--- config.mk ---
export PLATFORM = sky130hd
export DESIGN_NAME = mips_muldiv
export DESIGN_NICKNAME = d
export VERILOG_FILES = /design/src/rtl/mips_muldiv.sv
export SDC_FILE = /design/constraint.sdc
export NUM_CORES = 1
export LEC_CHECK = 0
export CAP_MARGIN = 20
export CORE_ASPECT_RATIO = 1.75
export CORE_MARGIN = 2
export CORE_UTILIZATION = 53
export CTS_CLUSTER_DIAMETER = 40
export DETAILED_ROUTE_END_ITERATION = 8
export GPL_TIMING_DRIVEN = 0
export PLACE_DENSITY_LB_ADDON = 0.12
export SLEW_MARGIN = 30
export SYNTH_ARGS = -nofsm -noshare
export SYNTH_HDL_FRONTEND = slang
export SYNTH_SLANG_ARGS = --single-unit
--- constraint.sdc ---
create_clock -name clk -period 4.7 [get_ports clk]
set_input_delay 0.94 -clock clk [delete_from_list [all_inputs] [get_ports clk]]
set_output_delay 0.94 -clock clk [all_outputs]
set_load 0.03 [all_outputs]
--- src/rtl/mips_muldiv.sv ---
// MIPS HI/LO multiply/divide unit: iterative radix-2 shift-add multiply and
// restoring divide, with MTHI/MTLO access and pipeline flush.
module mips_muldiv #(
  parameter int unsigned WIDTH = 32
) (
  input  logic             clk,
  input  logic             reset,
  input  logic             start,
  input  logic [1:0]       op,
  input  logic [WIDTH-1:0] a,
  input  logic [WIDTH-1:0] b,
  input  logic             flush,
  input  logic             hi_we,
  input  logic             lo_we,
  input  logic [WIDTH-1:0] wdata,
  output logic             busy,
  output logic             done,
  output logic [WIDTH-1:0] hi,
  output logic [WIDTH-1:0] lo
);

  localparam int unsigned CW = $clog2(WIDTH + 1);

  typedef enum logic [1:0] {IDLE, CALC, DONE} state_t;

  state_t           state, state_d;
  logic             busy_d, done_d;
  logic [CW-1:0]    cnt;
  logic [1:0]       op_r;
  logic [WIDTH-1:0] a_r, b_r;
  logic [WIDTH:0]   acc_hi;
  logic [WIDTH-1:0] acc_lo;

  logic               accept;
  logic               in_sa, in_sb, sa, sb, is_div, div_zero;
  logic [WIDTH-1:0]   in_a_mag, in_b_mag, a_mag, b_mag;
  logic [WIDTH:0]     mul_sum, r_sh;
  logic [WIDTH+1:0]   diff;
  logic [2*WIDTH-1:0] prod, prod_s;
  logic [WIDTH-1:0]   q_s, r_s, res_hi, res_lo;

  assign accept = (state == IDLE) && start && !flush;

  // Operand signs and magnitudes, both at launch and from the latched copies
  always_comb begin
    in_sa    = ~op[0] & a[WIDTH-1];
    in_sb    = ~op[0] & b[WIDTH-1];
    in_a_mag = in_sa ? -a : a;
    in_b_mag = in_sb ? -b : b;
    is_div   = op_r[1];
    sa       = ~op_r[0] & a_r[WIDTH-1];
    sb       = ~op_r[0] & b_r[WIDTH-1];
    a_mag    = sa ? -a_r : a_r;
    b_mag    = sb ? -b_r : b_r;
    div_zero = is_div && (b_r == '0);
  end

  // One radix-2 step: shift-add for multiply, restoring trial subtract for divide
  always_comb begin
    mul_sum = acc_hi + (acc_lo[0] ? {1'b0, a_mag} : '0);
    r_sh    = {acc_hi[WIDTH-1:0], acc_lo[WIDTH-1]};
    diff    = {1'b0, r_sh} - {2'b00, b_mag};
  end

  // Sign fix-up of the final magnitudes; divide-by-zero bypasses it
  always_comb begin
    prod   = {acc_hi[WIDTH-1:0], acc_lo};
    prod_s = (sa ^ sb) ? -prod : prod;
    q_s    = (sa ^ sb) ? -acc_lo : acc_lo;
    r_s    = sa ? -acc_hi[WIDTH-1:0] : acc_hi[WIDTH-1:0];
    res_hi = prod_s[2*WIDTH-1:WIDTH];
    res_lo = prod_s[WIDTH-1:0];
    if (div_zero) begin
      res_hi = a_r;
      res_lo = '1;
    end else if (is_div) begin
      res_hi = r_s;
      res_lo = q_s;
    end
  end

  always_ff @(posedge clk or negedge reset) begin
    if (!reset) begin
      state <= IDLE;
      busy  <= 1'b0;
      done  <= 1'b0;
    end else begin
      state <= state_d;
      busy  <= busy_d;
      done  <= done_d;
    end
  end

  always_comb begin
    state_d = state;
    busy_d  = 1'b0;
    done_d  = 1'b0;
    case (state)
      IDLE: begin
        if (start && !flush) begin
          state_d = CALC;
          busy_d  = 1'b1;
        end
      end
      CALC: begin
        if (flush) begin
          state_d = IDLE;
        end else if (cnt == CW'(1)) begin
          state_d = DONE;
        end else begin
          busy_d = 1'b1;
        end
      end
      DONE: begin
        state_d = IDLE;
        done_d  = !flush;
      end
      default: state_d = IDLE;
    endcase
  end

  // Operand latch, iteration counter and shift registers
  always_ff @(posedge clk or negedge reset) begin
    if (!reset) begin
      op_r   <= '0;
      a_r    <= '0;
      b_r    <= '0;
      cnt    <= '0;
      acc_hi <= '0;
      acc_lo <= '0;
    end else if (accept) begin
      op_r   <= op;
      a_r    <= a;
      b_r    <= b;
      cnt    <= CW'(WIDTH);
      acc_hi <= '0;
      acc_lo <= op[1] ? in_a_mag : in_b_mag;
    end else if (state == CALC) begin
      cnt <= cnt - CW'(1);
      if (is_div) begin
        if (!diff[WIDTH+1]) begin
          acc_hi <= diff[WIDTH:0];
          acc_lo <= {acc_lo[WIDTH-2:0], 1'b1};
        end else begin
          acc_hi <= r_sh;
          acc_lo <= {acc_lo[WIDTH-2:0], 1'b0};
        end
      end else begin
        acc_hi <= {1'b0, mul_sum[WIDTH:1]};
        acc_lo <= {mul_sum[0], acc_lo[WIDTH-1:1]};
      end
    end
  end

  // HI/LO: result write in DONE, MTHI/MTLO only in IDLE without a start
  always_ff @(posedge clk or negedge reset) begin
    if (!reset) begin
      hi <= '0;
      lo <= '0;
    end else if (state == DONE) begin
      if (!flush) begin
        hi <= res_hi;
        lo <= res_lo;
      end
    end else if (state == IDLE && !start) begin
      if (hi_we) hi <= wdata;
      if (lo_we) lo <= wdata;
    end
  end

endmodule

# After elaboration in Yosys (flattened, before gate mapping)
# Cells that the tools add are included.
[word_totals]
word_cells = 90
ff_bits = 205
[classes]
mux = 40
eq_ne = 6
bitwise_logic = 7
n_addsub = 10
reduce_logical = 16
[ops]
columns = ["op", "n"]
rows = [
  ["$mux W32", 23],
  ["$neg A32 Y32", 6],
  ["$mux W33", 4],
  ["$mux W64", 1],
  ["$neg A64 Y64", 1],
  ["$sub A33 B32 Y34", 1],
  ["$add A33 B32 Y33", 1],
  ["$logic_not A32 Y1", 1],
  ["$mux W6", 2],
  ["$reduce_bool A2 Y1", 4],
  ["$eq A6 B1 Y1 const B", 1],
  ["$mux W2", 3],
  ["$reduce_and A3 Y1", 2],
  ["$sub A6 B1 Y6 const B", 1],
  ["$logic_and A1 B1 Y1", 5],
  ["$mux W1", 5],
  ["$and A1 B1 Y1", 4],
  ["$pmux W2 S2", 1],
  ["$ne A3 B3 Y1 const B", 1],
  ["$eq A2 B1 Y1 const B", 1],
  ["$eq A2 B2 Y1 const B", 1],
  ["$logic_not A1 Y1", 2],
  ["$logic_not A2 Y1", 1],
  ["$ne A2 B1 Y1 const B", 1],
  ["other kinds (5)", 6],
]

# Logic depth before layout (Yosys ltp)
[logic_depth]
depth_word = 8
mapped_depth = 23
ltp_nobuf = 22

# Worst setup path after synthesis
# Ideal clock, no wire load.
[synth_path]
path_kind = "register -> register"
startpoint = "reg b_r[3]"
endpoint = "reg acc_hi[30]"
synth_period_minus_slack_ns = 4.723
stages_incl_launch_ff = 21
setup_slack_ns = -0.023
arrival_ns = 4.597
required_ns = 4.574
path_buffers = 2
cell_sequence = "dfrtp_1 > nor4_1 > nand2_1 > nor4_1 > nand2_1 > or2_2 > o21ai_0 > xor2_1 > ha_1 > a21oi_1 > nor2b_1 > or3_1 > or4_1 > and3_1 > o221ai_1 > and2_1 > clkbuf_1 > buf_2 > mux2i_1 > nor2_1 > a221o_1"
[synth_via]
elab_chain_len = 7
[synth_lines]
columns = ["item", "line", "text"]
rows = [
  ["start, declared", "30", "logic [WIDTH-1:0] a_r, b_r;"],
  ["start signal, assigned", "127", "b_r <= '0;"],
  ["start signal, assigned", "134", "b_r <= b;"],
  ["$neg A32 Y32", "54", "b_mag = sb ? -b_r : b_r;"],
  ["$mux W32 (*)", "54", ""],
  ["$sub A33 B32 Y34 (*)", "62", "diff = {1'b0, r_sh} - {2'b00, b_mag};"],
  ["$mux W33 (*)", "141", "if (!diff[WIDTH+1]) begin"],
  ["$mux W33 (*)", "140", "if (is_div) begin"],
  ["$mux W33 (*)", "138", "end else if (state == CALC) begin"],
  ["$mux W33 (*)", "131", "end else if (accept) begin"],
  ["end signal, assigned", "142", "acc_hi <= diff[WIDTH:0];"],
  ["end signal, assigned", "145", "acc_hi <= r_sh;"],
  ["end signal, assigned", "149", "acc_hi <= {1'b0, mul_sum[WIDTH:1]};"],
  ["end, declared", "31", "logic [WIDTH:0] acc_hi;"],
]
# Mark *: on every way between the ends. The rest lies on a longest branch, timed or not. The select of a mux whose other input is x is not followed.
# A chain may end at the register's enable or synchronous reset.

# Final worst setup path
[layout_path]
startpoint = "reg b_r[3]"
endpoint = "reg acc_hi[20]"
# The elaborated chain is that of the path after synthesis.

==> metrics <==
status finished with violations; failing checks setup timing; Cell Rows 87; Clock Tree Buf Depth 3; WS Path Type flop to flop; Critical Path, Cell by Cell nor4_4, nand2_1, nor4_4, and3b_2, a21oi_1, xnor2_2, ha_4, nor2b_2, or3_1, or4_4, and3_4, o221ai_4, and2_4, buf_4, mux2_2, mux2i_1, o21ai_1; hold buffers post-CTS 0; critical path's top delay family simple AND/OR/NAND/NOR gates; Die Area around 34000 um2; Pwr Density 660 nW/um2; Post-synth EDFFs 0; Root Driver clkbuf_16; Die H 242 um; CP arrival a little over 5 ns; Crit Path Max Fanout 7; Post-route DRC 0; Slew HR 0.222; final net count 2659; Final period util 1.01; DP Worst Slack -1.43 ns; RePlAce Congestion 1.03; r2r setup slk -0.03 ns; Reg-to-Reg End acc_hi[20]; Worst path max stage delay 0.55 ns; Worst Max-Slew Pin Slew 1.17 ns; total grt overflow 0; total global-route track usage 0.421; final worst slack -0.0265 ns; Final Hold Viols 0; crit path capture type flop; Worst Path Buf+Inv 1; Worst R2R Start b_r[3]; via/cell ratio 6.44; Post-Synthesis Mean Instance Area 7.54 um2; max capacitance violation total 0; clk_lat worst skew around 0.57 ns; Synth async-reset ratio 1.00; cell area after synthesis 17100 um2; Slew Viols, Final 0; layout cells sized above 1 0.0739; commonest non-fill, non-tap cells in the layout nand2_1 (379), a21oi_1 (215), o21ai_0 (213); IO Port Bufs between 150 and 200; # setup viols final 2; CTS tree built; VDD IR max around 0.48 mV; CTS sink cnt about 210; via count 18700; Filler cells 2871; total power ~14 mW; die span in x 140 um; register area share after synthesis 0.300; cell depth of the worst flop-to-flop path 17; unrepaired setup endpoints after global routing yes; largest net degree at the start of global routing 87; commonest non-fill, non-tap cell in the layout nand2_1; Initial DRT Pass Iterations 5; Stages on worst setup path 17; Core Area 32000 um2; initial antenna violation count 0; Ys Warns 0; Syn Inst Count 2266; CTS buffer count 28; Clk pin slew, worst setup/hold paths 0.06 ns; H-tree Lvls 1; Most Frequent Cell on Critical Path nor4_4; DR WL/cell 25.3 um; Clock Skew 0.0225 ns; Total Wirelength 73.5 mm; Layout area overhead 23.4%; worst path required time 5.10 ns; DPL Wire Length 57.6 mm; Routed Antenna Nets 0; syn_nets 2444; placed cell count 2837; Startpoint Class flop; Slowest cell on crit path or4_4; Ports 170; Starting Density 0.534; final cell count without fillers just under 3000; first-pass GRT wire length 109 mm; DRT iter0 DRCs 1490; minimum clock period roughly 4.7 ns; fmax 0.212 GHz; FF+latch count, synth 205; ys flop type dfrtp_1; Netlist cell types between 60 and 70; type of the tightest min-delay check primary input to asynchronous set/reset pin; Leak Pwr 8.77 nW; vias in the first global route 18400
synth_stat cells (9+ instances only):
library cell,count,share of area
a31oi_1,16,0.0059
and2_1,10,0.0037
dfrtp_1,205,0.30
and3_1,15,0.0055
a211oi_1,22,0.0097
or4_1,9,0.0040
nor2_1,205,0.045
o211ai_1,51,0.022
nor2b_1,17,0.0062
o22ai_1,28,0.010
clkbuf_1,113,0.025
xor2_1,95,0.049
a21oi_1,222,0.065
a22oi_1,16,0.0070
nand4_1,14,0.0051
ha_1,72,0.053
mux2i_1,38,0.022
o31ai_1,24,0.011
nand2_1,381,0.084
xnor2_1,133,0.068
inv_1,40,0.0088
nand2b_1,21,0.0077
o21ai_0,225,0.066
nand3_1,29,0.0085
a21o_1,24,0.011
buf_1,12,0.0026
nor4_1,26,0.0095
nor3_1,61,0.018
o41ai_1,14,0.0072
or3_1,27,0.0099
o21bai_1,9,0.0040
o221ai_1,13,0.0067
per-layer routing:
layer	up-vias	GRT usage	wire length, um
li1	8478	-	-
met1	8872	0.443	24800
met2	995	0.721	35800
met3	344	0.0586	4890
met4	0	0.380	8090
met5	-	0	0
worst max-delay path by stage:
stage                 end     from  slack (ns)
6_report       acc_hi[20]   b_r[3]       -0.03
5_1_grt        acc_hi[30]  b_r[17]       -0.19
4_1_cts        acc_hi[20]   b_r[2]      0.0007
3_5_place_dp   acc_hi[28]   b_r[5]       -1.43
3_3_place_gp   acc_hi[32]    reset       -5.89
2_1_floorplan  acc_hi[30]   b_r[3]         0.1
where the power goes:
| part | switching (mW) | leakage (nW) | internal (mW) |
|---|---|---|---|
| registers | 0.906 | 2.55 | 2.28 |
| logic | 5.07 | 5.74 | 3.41 |
| clock network | 0.932 | 0.480 | 1.33 |
kinds of logic after synthesis:
| logic type | synth area share |
|---|---|
| buffers and inverters | 0.0387 |
| XOR/XNOR | 0.117 |
| multiplexers | 0.0229 |
| flip-flops | 0.300 |
| AND/OR/NAND/NOR | 0.221 |
| AO/OA/AOI/OAI | 0.246 |
| adder cells (fa/ha/maj) | 0.0551 |
through the flow:
step | cell area (um2) | setup TNS (ns) | util | hold WS (ns)
floorplan | 17100 | 0 | - | 0.470
global placement | 19300 | -1246.02 | 0.602 | 0.463
detailed placement | 19400 | -43.34 | 0.605 | 0.469
CTS | 20700 | 0 | 0.647 | 0.255
global route | 21100 | -2.87 | 0.659 | 0.289
finish | 21100 | -0.0425 | 0.659 | 0.263
worst reg2reg max path, stage by stage (launching register included):
cell and delay [ns]:
dfrtp_2 0.43, nor4_4 0.34, nand2_1 0.16, nor4_4 0.27, and3b_2 0.24, a21oi_1 0.10
xnor2_2 0.40, ha_4 0.30, nor2b_2 0.16, or3_1 0.31, or4_4 0.55, and3_4 0.19
o221ai_4 0.14, and2_4 0.26, buf_4 0.14, mux2_2 0.34, mux2i_1 0.15, o21ai_1 0.08
what timing repair did:
| item | 4_1_cts | 5_1_grt |
|---|---|---|
| resized for setup | 66 | 65 |
| setup endpoints to repair | 34 | 38 |
| cloned | 0 | 2 |
| pin swaps | 11 | 21 |
| buffers inserted | 11 | 5 |
registers in the layout (all words and copies together), names as in the netlist:
register and cells:
lo 32, done 1, acc_hi 33, a_r 32, state 2, hi 32, cnt 6, b_r 32
acc_lo 32, busy 1, op_r 2
cell type report:
cell class / count / area (um2) / share of cell area
Tap cell: 400 / 500 / 0.0237
Multi-Input combinational cell: 1888 / 11800 / 0.560
Buffer: 128 / 552 / 0.0262
Clock inverter: 18 / 215 / 0.0102
Timing Repair Buffer: 189 / 1930 / 0.0916
Sequential cell: 205 / 5140 / 0.244
Inverter: 41 / 155 / 0.00735
Antenna cell: 1 / 2.50 / 0.000119
Clock buffer: 33 / 781 / 0.0370
(Power assumes the default switching activity.)
==> RTL edit (same flow settings) <==
Register the input `wdata` before use. The logic sees it one clock later. The other inputs are not delayed to match.
--- a/src/rtl/mips_muldiv.sv
+++ b/src/rtl/mips_muldiv.sv
@@ -22,6 +22,12 @@
   localparam int unsigned CW = $clog2(WIDTH + 1);
 
   typedef enum logic [1:0] {IDLE, CALC, DONE} state_t;
+
+  logic [WIDTH-1:0] wdata_q;
+
+  always_ff @(posedge clk) begin
+    wdata_q <= wdata;
+  end
 
   state_t           state, state_d;
   logic             busy_d, done_d;
@@ -163,8 +169,8 @@
         lo <= res_lo;
       end
     end else if (state == IDLE && !start) begin
-      if (hi_we) hi <= wdata;
-      if (lo_we) lo <= wdata;
+      if (hi_we) hi <= wdata_q;
+      if (lo_we) lo <= wdata_q;
     end
   end
 
Function: changed (Yosys sat finds a counterexample within 4 cycles, from zero or initial values and one cycle with reset low).
==> RTL edit against the unedited design <==
The flow still finishes with violations (setup timing); count of clock-buffer cells in the layout grew 3; sequential share of layout area grew 0.81 points; largest power group unchanged; combinational power grew 7.8%; power grew 8.4%; setup slack lost 0.024 ns; synthesized area grew 7.7%; critical path depth grew 1; global-route usage grew 4.7 points; routed wire length grew 18%; design area grew 8.9%; sequential cell count grew 32; clock skew shrank 0.0014 ns; final cell count grew 6.4%; sequential power grew 16%.
==> RTL edit: results (changes against the unedited design) <==
* Worst Skew at 0.0211 ns (was 0.0225 ns)
* Gpl congestion at 1.03 (about the same)
* GRT Total Usage at 46.9% (was 42.1%)
* Initial detailed-routing violation count at 2,111 (was 1,490)
* Via Count at 20,700 (was 18,700)
* Share of layout cells above drive strength 1 at 9.99% (was 7.39%)
* Status: finished, violations left (unchanged)
* Critical path's slowest cell: dfrtp_2 (was or4_4)
* Vias per inst at 6.70 (was 6.44)
* Seq/Total Area, Yosys at 31.3% (was 30.0%)
* Setup violations, final at 3 (was 2)
* Nets at 2,780 (was 2,659)
* Largest net degree at the start of global routing at 85 (was 87)
* Final WS setup at -0.0500 ns (was -0.0265 ns)
* Share of flip-flops with an asynchronous set or reset at 86.5% (was 100%)
* Max VDD drop at 0.491 mV (was 0.479 mV)
* Global-route wire length before repair at 125,000 um (was 109,000 um)
* CP Data Arrival Time at 5.20 ns (was 5.13 ns)
* Routed len/inst at 28.0 um (was 25.3 um)
* Initial antenna violation count at 9 (was 0)
* LEAKAGE at 9.68 nW (was 8.77 nW)
* Ranking of synthesized cells by area: dfrtp_1 28%, nand2_1 7.7%, xnor2_1 5.5% (was dfrtp_1 30%, nand2_1 8.4%, xnor2_1 6.8%)
* Unique masters post-synth at 83 (was 68)
* Delay-heaviest family, CP: simple AND/OR/NAND/NOR gates (unchanged)
* Placed cells at 2,986 (was 2,837)
* TritonCTS Buffers at 27 (was 28)
* Final HPWL DP at 65,200 um (was 57,600 um)
* Syn nets at 2,534 (was 2,444)
* Top post-synthesis cells by count: 379 x nand2_1, 205 x dfrtp_1, 197 x a21oi_1, 193 x o21ai_0, 192 x nor2_1 (was 381 x nand2_1, 225 x o21ai_0, 222 x a21oi_1, 205 x dfrtp_1, 205 x nor2_1)
* Syn Area/Cell at 7.81 um^2 (was 7.54 um^2)
* Final-layout fill cell count at 2,922 (was 2,871)
* Crit Path Max Fanout at 5 (was 7)
* Post-place instance area at 20,800 um^2 (was 19,400 um^2)
* Failing checks: setup timing (unchanged)
* Vias in the first global route at 19,900 (was 18,400)
* First-pass iteration count of the detailed router at 6 (was 5)
==> RTL edit: cell types whose count changed in the layout (fill, tap and decap cells not counted), moves of 14 or more <==
cell / change
buf_4: +39
o21ai_0: -35
dfxtp_1: +32
a21oi_1: -31
o21ai_1: +27
nor3_1: -20
nor2_1: -16
nand3_1: +15
a21o_1: +14
o211ai_1: -14
xnor2_1: -14
==> RTL edit: routing by layer <==
layer | GRT usage [%] | wire length (um) | vias to the layer above
li1 | - | - | 8996
met1 | 47.0 | 27300 | 9709
met2 | 73.9 | 39600 | 1426
met3 | 14.3 | 8020 | 555
met4 | 47.6 | 11500 | 4
met5 | 0 | 24 | -
==> RTL edit: cell type report <==
class	instances	area share, %
multi-input combinational	1934	55.2
sequential	237	25.2
timing repair buffer	226	9.61
clock buffer	36	3.17
buffer	131	2.59
tap	460	2.51
clock inverter	14	0.920
inverter	45	0.735
antenna	7	0.0762
==> RTL edit: through the flow <==
stage	worst slack [ns]	TNS, ns	utilization (%)
2_1_floorplan	0.0225	0	-
3_3_place_gp	-5.68	-1189.38	60.2
3_5_place_dp	-1.34	-35.17	60.5
4_1_cts	-0.0496	-0.0972	65.1
5_1_grt	-0.205	-1.53	66.8
6_report	-0.0500	-0.113	66.9
==> RTL edit: what timing repair did <==
| item | in CTS | in global routing |
|---|---|---|
| endpoints found under the setup margin | 34 | 35 |
| buffers inserted | 26 | 27 |
| pin swaps | 29 | 49 |
| cloned | 1 | 2 |
| gates resized for setup | 98 | 86 |
==> RTL edit: path summary, 6_finish.rpt <==
check,from,to,slack (ns),cells past startpoint
worst min register to register,hi[23],hi[23],0.48,2
worst max-delay path,a_r[2],acc_hi[29],-0.05,18
min in group clk,hi[23],hi[23],0.48,2
worst max register to register,a_r[2],acc_hi[29],-0.05,18
worst min-delay path,reset,hi[16],0.30,1
max in group asynchronous,reset,a_r[3],3.55,2
==> RTL edit: cell families (layout without fill, tap and decap cells) <==
logic type / after synthesis / in the layout / synth area share, %
AND/OR/NAND/NOR: 856 / 856 / 21.5
multiplexers: 55 / 55 / 3.00
flip-flops: 237 / 237 / 31.3
adder cells (fa/ha/maj): 74 / 74 / 5.11
AO/OA/AOI/OAI: 734 / 734 / 24.8
XOR/XNOR: 215 / 215 / 10.2
other: 0 / 7 / 0
buffers and inverters: 185 / 452 / 4.08
==> RTL edit: where the power goes <==
group          switching (mW)  total, mW  internal [mW]  leakage (nW)
Combinational            5.44       9.14           3.70          6.42
Sequential               1.12       3.69           2.57          2.81
Clock                   0.935       2.26           1.33         0.451
